[src/rtl/calc_pkg.sv]
// Shared encodings for the BCD calculator: opcodes, FSM states, digit limit.
package calc_pkg;

    typedef logic [1:0] op_t;

    localparam op_t OP_ADD = 2'b00;
    localparam op_t OP_SUB = 2'b01;
    localparam op_t OP_MUL = 2'b10;
    localparam op_t OP_DIV = 2'b11;

    localparam logic [2:0] S_IDLE  = 3'd0;
    localparam logic [2:0] S_LOAD  = 3'd1;
    localparam logic [2:0] S_TOBIN = 3'd2;
    localparam logic [2:0] S_EXEC  = 3'd3;
    localparam logic [2:0] S_TOBCD = 3'd4;
    localparam logic [2:0] S_DONE  = 3'd5;

    // Largest legal value of a single BCD digit.
    localparam logic [3:0] BCD_MAX = 4'd9;

endpackage

[src/rtl/calc_bin2bcd.sv]
// Sequential double-dabble converter: WIDTH binary bits in, NDIG BCD digits out,
// one bit per cycle, MSB first. Raising go with the counter at zero loads din
// and performs the first shift in the same cycle, so a full conversion takes
// exactly WIDTH cycles. done is high during the final shift.
module calc_bin2bcd #(
    parameter int WIDTH = 16,
    parameter int NDIG  = 4
) (
    input  logic                clk,
    input  logic                rst_n,
    input  logic                go,
    input  logic [WIDTH-1:0]    din,
    output logic [4*NDIG-1:0]   bcd,
    output logic                done
);
    localparam int CW = $clog2(WIDTH + 1);

    logic [WIDTH-1:0]  sreg;
    logic [CW-1:0]     cnt;
    logic [WIDTH-1:0]  src_bin;
    logic [4*NDIG-1:0] src_bcd;
    logic [4*NDIG-1:0] adj;

    // Pick fresh or in-flight operands, then apply the add-3 correction per digit.
    always_comb begin
        src_bin = (cnt == '0) ? din : sreg;
        src_bcd = (cnt == '0) ? '0 : bcd;
        adj     = src_bcd;
        for (int i = 0; i < NDIG; i++) begin
            if (src_bcd[4*i +: 4] >= 4'd5) begin
                adj[4*i +: 4] = src_bcd[4*i +: 4] + 4'd3;
            end
        end
    end

    assign done = (cnt == CW'(1));

    // Shift one binary bit into the BCD register per cycle while a conversion runs.
    // The bit leaving the top digit is zero for in-range values; it is parked in
    // the vacated LSB of the binary register, which is never shifted out again.
    always_ff @(posedge clk or negedge rst_n) begin
        if (!rst_n) begin
            sreg <= '0;
            cnt  <= '0;
            bcd  <= '0;
        end else if (cnt != '0 || go) begin
            bcd  <= {adj[4*NDIG-2:0], src_bin[WIDTH-1]};
            sreg <= {src_bin[WIDTH-2:0], adj[4*NDIG-1]};
            cnt  <= (cnt == '0) ? CW'(WIDTH - 1) : cnt - CW'(1);
        end
    end

endmodule

[src/rtl/calc_bcd_alu.sv]
// Multi-cycle decimal calculator. Captures two BCD operands and an opcode,
// converts them to binary (Horner), runs add/sub in one cycle or mul/div one
// bit per cycle, converts back to BCD (double-dabble) and pulses done.
// Handshake: start is honoured only in IDLE with done low; busy is high from
// the cycle after acceptance until done rises; done is a one-cycle pulse and the
// result outputs are valid from that cycle until the next DONE.
module calc_bcd_alu
    import calc_pkg::*;
#(
    parameter int DIGITS = 2
) (
    input  logic                  clk,
    input  logic                  rst_n,
    input  logic                  start,
    input  logic [1:0]            op,
    input  logic [4*DIGITS-1:0]   a_bcd,
    input  logic [4*DIGITS-1:0]   b_bcd,
    output logic                  busy,
    output logic                  done,
    output logic [8*DIGITS-1:0]   res_bcd,
    output logic [4*DIGITS-1:0]   rem_bcd,
    output logic                  neg,
    output logic                  err,
    output logic [2:0]            dbg_state
);
    localparam int BW = 4 * DIGITS;
    localparam int RW = 8 * DIGITS;
    localparam logic [5:0] DIG_LAST = 6'(DIGITS - 1);
    localparam logic [5:0] BIT_LAST = 6'(BW - 1);

    logic [2:0]    state;
    logic [5:0]    cnt;
    op_t           op_q;
    logic [BW-1:0] a_q, b_q;
    logic [BW-1:0] a_bin, b_bin;
    logic [RW-1:0] wres;
    logic [BW-1:0] wrem;
    logic          neg_r, err_r;

    logic          fault;
    logic [5:0]    dig_idx, bit_idx;
    logic [3:0]    a_dig, b_dig;
    logic [BW-1:0] horner_a, horner_b;
    logic [BW-1:0] bit_mask;
    logic          a_bit, b_bit;
    logic [BW:0]   r_shift;
    logic          q_bit;
    logic [BW-1:0] rem_next;
    logic [RW-1:0] mul_term;

    logic          conv_go;
    logic [RW-1:0] rem_din;
    logic [RW-1:0] res_conv;
    logic [BW-1:0] rem_conv;
    logic          res_conv_done, rem_conv_done;

    assign dbg_state = state;

    // Operand validation: any digit above 9, or a zero divisor.
    always_comb begin
        fault = 1'b0;
        for (int i = 0; i < DIGITS; i++) begin
            if (a_q[4*i +: 4] > BCD_MAX || b_q[4*i +: 4] > BCD_MAX) begin
                fault = 1'b1;
            end
        end
        if (op_q == OP_DIV && b_q == '0) begin
            fault = 1'b1;
        end
    end

    // Horner step: select the current digit (MS first) and form acc*10 + digit.
    always_comb begin
        dig_idx = DIG_LAST - cnt;
        a_dig   = 4'd0;
        b_dig   = 4'd0;
        for (int i = 0; i < DIGITS; i++) begin
            if (dig_idx == 6'(i)) begin
                a_dig = a_q[4*i +: 4];
                b_dig = b_q[4*i +: 4];
            end
        end
        horner_a = (a_bin << 3) + (a_bin << 1) + BW'(a_dig);
        horner_b = (b_bin << 3) + (b_bin << 1) + BW'(b_dig);
    end

    // One bit of shift-add multiply and restoring divide, MSB first.
    always_comb begin
        bit_idx  = BIT_LAST - cnt;
        bit_mask = BW'(1) << bit_idx;
        a_bit    = |(a_bin & bit_mask);
        b_bit    = |(b_bin & bit_mask);
        mul_term = b_bit ? {{BW{1'b0}}, a_bin} : '0;
        r_shift  = {wrem, a_bit};
        q_bit    = (r_shift >= {1'b0, b_bin});
        rem_next = q_bit ? (r_shift[BW-1:0] - b_bin) : r_shift[BW-1:0];
    end

    assign conv_go = (state == S_TOBCD);
    assign rem_din = (op_q == OP_DIV) ? {{BW{1'b0}}, wrem} : '0;

    calc_bin2bcd #(
        .WIDTH (RW),
        .NDIG  (2 * DIGITS)
    ) u_res_conv (
        .clk   (clk),
        .rst_n (rst_n),
        .go    (conv_go),
        .din   (wres),
        .bcd   (res_conv),
        .done  (res_conv_done)
    );

    calc_bin2bcd #(
        .WIDTH (RW),
        .NDIG  (DIGITS)
    ) u_rem_conv (
        .clk   (clk),
        .rst_n (rst_n),
        .go    (conv_go),
        .din   (rem_din),
        .bcd   (rem_conv),
        .done  (rem_conv_done)
    );

    // Main FSM with datapath registers and registered outputs.
    always_ff @(posedge clk or negedge rst_n) begin
        if (!rst_n) begin
            state   <= S_IDLE;
            cnt     <= '0;
            op_q    <= OP_ADD;
            a_q     <= '0;
            b_q     <= '0;
            a_bin   <= '0;
            b_bin   <= '0;
            wres    <= '0;
            wrem    <= '0;
            neg_r   <= 1'b0;
            err_r   <= 1'b0;
            busy    <= 1'b0;
            done    <= 1'b0;
            res_bcd <= '0;
            rem_bcd <= '0;
            neg     <= 1'b0;
            err     <= 1'b0;
        end else begin
            done <= 1'b0;
            case (state)
                S_IDLE: begin
                    // The done cycle itself is not an accept opportunity.
                    if (start && !done) begin
                        op_q  <= op;
                        a_q   <= a_bcd;
                        b_q   <= b_bcd;
                        busy  <= 1'b1;
                        neg   <= 1'b0;
                        err   <= 1'b0;
                        state <= S_LOAD;
                    end
                end
                S_LOAD: begin
                    cnt   <= '0;
                    a_bin <= '0;
                    b_bin <= '0;
                    wres  <= '0;
                    wrem  <= '0;
                    neg_r <= 1'b0;
                    err_r <= fault;
                    state <= fault ? S_DONE : S_TOBIN;
                end
                S_TOBIN: begin
                    a_bin <= horner_a;
                    b_bin <= horner_b;
                    if (cnt == DIG_LAST) begin
                        cnt   <= '0;
                        state <= S_EXEC;
                    end else begin
                        cnt <= cnt + 6'd1;
                    end
                end
                S_EXEC: begin
                    case (op_q)
                        OP_ADD: begin
                            wres  <= {{BW{1'b0}}, a_bin} + {{BW{1'b0}}, b_bin};
                            state <= S_TOBCD;
                        end
                        OP_SUB: begin
                            if (a_bin >= b_bin) begin
                                wres  <= {{BW{1'b0}}, a_bin - b_bin};
                                neg_r <= 1'b0;
                            end else begin
                                wres  <= {{BW{1'b0}}, b_bin - a_bin};
                                neg_r <= 1'b1;
                            end
                            state <= S_TOBCD;
                        end
                        OP_MUL: begin
                            wres <= (wres << 1) + mul_term;
                        end
                        default: begin
                            wres <= {wres[RW-2:0], q_bit};
                            wrem <= rem_next;
                        end
                    endcase
                    if (op_q == OP_MUL || op_q == OP_DIV) begin
                        if (cnt == BIT_LAST) begin
                            cnt   <= '0;
                            state <= S_TOBCD;
                        end else begin
                            cnt <= cnt + 6'd1;
                        end
                    end
                end
                S_TOBCD: begin
                    if (res_conv_done && rem_conv_done) begin
                        state <= S_DONE;
                    end
                end
                S_DONE: begin
                    done    <= 1'b1;
                    busy    <= 1'b0;
                    res_bcd <= err_r ? '0 : res_conv;
                    rem_bcd <= err_r ? '0 : rem_conv;
                    neg     <= neg_r;
                    err     <= err_r;
                    state   <= S_IDLE;
                end
                default: state <= S_IDLE;
            endcase
        end
    end

endmodule

[config.mk]
export PLATFORM = sky130hd
export DESIGN_NAME = calc_bcd_alu
export DESIGN_NICKNAME = d
export VERILOG_FILES = /design/src/rtl/calc_pkg.sv /design/src/rtl/calc_bin2bcd.sv /design/src/rtl/calc_bcd_alu.sv
export SDC_FILE = /design/constraint.sdc
export NUM_CORES = 1
export LEC_CHECK = 0
export CAP_MARGIN = 20
export CORE_MARGIN = 8
export CORE_UTILIZATION = 61
export DETAILED_ROUTE_END_ITERATION = 6
export PLACE_DENSITY = 0.81
export SYNTH_ARGS = -nofsm -noshare
export SYNTH_HDL_FRONTEND = slang
export SYNTH_SLANG_ARGS = --single-unit
[constraint.sdc]
create_clock -name clk -period 4.57 [get_ports clk]
set_input_delay 0.457 -clock clk [delete_from_list [all_inputs] [get_ports clk]]
set_output_delay 0.457 -clock clk [all_outputs]
set_load 0.01 [all_outputs]
==> impl_results.md <==
* Switching Power at 0.00352 W
* Logic gate share of total power at 51.7%
* Critical Path AT at 4400 ps
* Placed cell areas at ~11000 um^2
* Sequential share of the synthesized area at 39.9%
* DR vias/cell at 5.92
* Req. time, crit path at 4880 ps
* Slew Viols, Final at 0
* Largest net degree at the start of global routing at approximately 110
* Outcome: finished clean
* Syn. warnings at 0
* # diodes at 0
* Cts repair resizes at 0
* Initial DRT Pass Iterations at 5
* Crit path launch type: register
* Post-synth EDFFs at 0
* Slowest-stage cell, CP: dfrtp_1
* Vias in the first global route at 8157
* Maximum vdd drop at 0.387 mV
* Setup_tns at 0 ps
* Slew HR at between 20% and 30%
* CP peak stage delay at roughly 540 ps
* Syn Inst Count at 1134
* Synth cell count leaders: nand2_1 (210), dfrtp_1 (163), o21ai_0 (103)
* Detail Route Antenna Nets at 0
* Via Count at 8303
* Crit share post-route at 89.4%
* Placed cells at 1370
* Core box area at 16500 um^2
* Unrepaired setup endpoints after global routing: no
* Netlist Area Pre-Place at roughly 10000 um^2
* Nets at approximately 1300
* Mapped Nets at 1245
* Post-cts hold buffer count at 0
* Routed WL at 23600 um
* Global route total overflow at 0
* Clk buf depth at 2
* Share of layout cells above drive strength 1 at roughly 7.4%
* Post-route cell area at 11500 um^2
* Cell Chain, Critical Path: inv_1 -> ha_1 -> xnor2_1 -> nor3_1 -> a31oi_1 -> or3_1 -> nor3b_2 -> a22o_1 -> fa_1 -> ha_1 -> a21o_1 -> a21o_1 -> a21o_1 -> a21oi_1 -> xnor2_1 -> o21ai_0
* Initial core utilization at between 60 and 70%
* R2R depth at 16
* Critical Path End Type: register
* Max Clk Rate at 0.245 GHz
* Worst path most repeated cell: a21o_1
* Num ports at 52
* Cell row count at 47
* DIE AREA at 21200 um^2
* Worst-Margin Slew at 1070 ps
* RD Place Congestion at 0.949
* Post-CTS setup buffer count at 0
* Clk slew on worst S/H paths at around 70 ps
* GRT Resource Usage Total at 22.6%
* Most used flip-flop cell after synthesis: dfrtp_1
* Min cycle time layout at 4090 ps
* Most common cell in the synthesized netlist: nand2_1
* Syn_area_per_cell at around 9 um^2
* CTS H-tree lvls at 4
* Die extent in x at about 150 um
* P per Cell Area at approximately 700 nW/um^2
* Cell internal pwr at ~0.0045 W
* Fillcell total at 1282
* First-pass GRT wire length at 39900 um
* #FFs+latches synth at 163
* Clock skew at 9.95 ps
* WHS at 84.5 ps
* DRC viols at 0
* CTS sink count at 163
* Seq pwr share at 31.3%
* DRT iter0 DRCs at a little over 600
* CTS tree: yes
* Layout Cells excl Fill at 1402
* Wire per inst at 16.9 um
* Clock Root Buffer: clkbuf_16
* Synth top area share at 39.9%
* Post-synth ARST share at 100%
* Sw frac at around 44%
* Synth cell types at 65
* Cell taking the most area after synthesis: dfrtp_1
* Leading post-synthesis cells by cell area: dfrtp_1 (40%), ha_1 (9.9%), nand2_1 (7.7%)
* Hold WC Path Type: input pin to async pin
* Antenna violations before repair at 0
* Critical path peak fanout at 10
* Num CTS Buffers at 17
* Port Buf Inserts at slightly above 50
* Clk Latency, worst-skew pair at between 400 and 500 ps
* Final setup violation count at 0
* Leakage dissipation at ~5.3 nW
* Die Height at 145 um
* HPWL Detailed at 16900 um
* Crit Path Class: register to register
* MaxCap Viol Count at 0
* Area Overhead vs Synth at 12.3%
* Clk pwr share at roughly 17%
* Hold Vio Cnt, Final at 0
-- path summary, 6_finish.rpt --
check | start | to | slack, ps
setup / recovery | cnt[3] | a_bin[7] | 480
hold / removal | rst_n | res_bcd[9] | 80
setup reg to reg | cnt[3] | a_bin[7] | 480
hold reg to reg | u_rem_conv.sreg[13] | u_rem_conv.sreg[14] | 470
max in group asynchronous | rst_n | wres[2] | 3530
min in group clk | u_rem_conv.sreg[13] | u_rem_conv.sreg[14] | 470
-- cell families after synthesis --
group	synth area share, %
simple gates	16.0
compound gates	19.0
flops	39.9
buf+inv	4.37
fa+ha+maj	11.7
xor+xnor	4.46
mux	4.53
-- flip-flops by register name, summed over array words and instances (netlist names), 8 cells and up --
name             count
rem_bcd              8
b_q                  8
wrem                 8
a_q                  8
u_res_conv.sreg     16
u_rem_conv.sreg     16
wres                16
u_res_conv.bcd      16
u_rem_conv.bcd       8
b_bin                8
a_bin                8
res_bcd             16
-- cells in the final DEF, fill, tap and decap left out, types with 6 or more instances in the layout --
| master | instances |
|---|---|
| o21ai_0 | 103 |
| nand2b_1 | 8 |
| nand2_1 | 210 |
| clkdlybuf4s50_1 | 50 |
| buf_4 | 17 |
| o21bai_1 | 8 |
| nor3_1 | 10 |
| a21oi_1 | 41 |
| nand3_1 | 30 |
| nor2_1 | 64 |
| a32o_1 | 6 |
| and2_1 | 12 |
| dfrtp_1 | 163 |
| a31oi_1 | 32 |
| mux2i_1 | 17 |
| xnor2_1 | 34 |
| xor2_1 | 18 |
| a2bb2oi_1 | 11 |
| fa_1 | 9 |
| o21ai_1 | 6 |
| a21o_1 | 21 |
| o31ai_1 | 12 |
| clkbuf_16 | 17 |
| inv_1 | 61 |
| a22oi_1 | 7 |
| ha_1 | 81 |
| nor2b_1 | 13 |
| mux2_2 | 18 |
| a22o_1 | 10 |
| o211ai_1 | 7 |
-- stage by stage --
stage               total power (W)  worst slack, ps  util (%)
global placement            0.00645              664      66.3
floorplan                   0.00546              907         -
CTS                         0.00798              504      69.7
global route                0.00859              233      69.7
finish                      0.00798              485      69.7
detailed placement          0.00659              562      66.3
-- worst max-delay path: cells and delay by family, from the launching register on --
kind	cells	cell delay [ps]
xor gates and xnor gates	2	290
and+or+nand+nor	3	980
AOI/OAI and AO/OA	7	1110
DFF	1	540
adders and majority gates	3	970
buffers and inverters	1	90
-- final cells by class --
type	instances	area, um^2	share of cell area, %
clock buffer	20	457	3.98
clock inverter	12	97.6	0.850
inverter	62	233	2.03
multi-input combinational	857	5700	49.6
sequential	163	4080	35.5
tap	220	275	2.40
timing repair buffer	68	639	5.57
-- metal layers --
| metal | vias to the layer above | track usage, % | wire, um |
|---|---|---|---|
| met5 | - | 0 | 0 |
| met4 | 0 | 9.68 | 681 |
| met3 | 50 | 4.76 | 1200 |
| met2 | 247 | 36.8 | 11400 |
| met1 | 3976 | 28.8 | 10400 |
| li1 | 4030 | - | - |
-- power groups by stage --
stage	Sequential, W	Combinational [W]	Clock (W)
after floorplan	0.00238	0.00308	0
after global placement	0.00250	0.00395	0
after detailed placement	0.00252	0.00407	0
after CTS	0.00249	0.00412	0.00137
after global routing	0.00258	0.00457	0.00143
final	0.00250	0.00413	0.00135
Power figures use the tool's default switching activity.
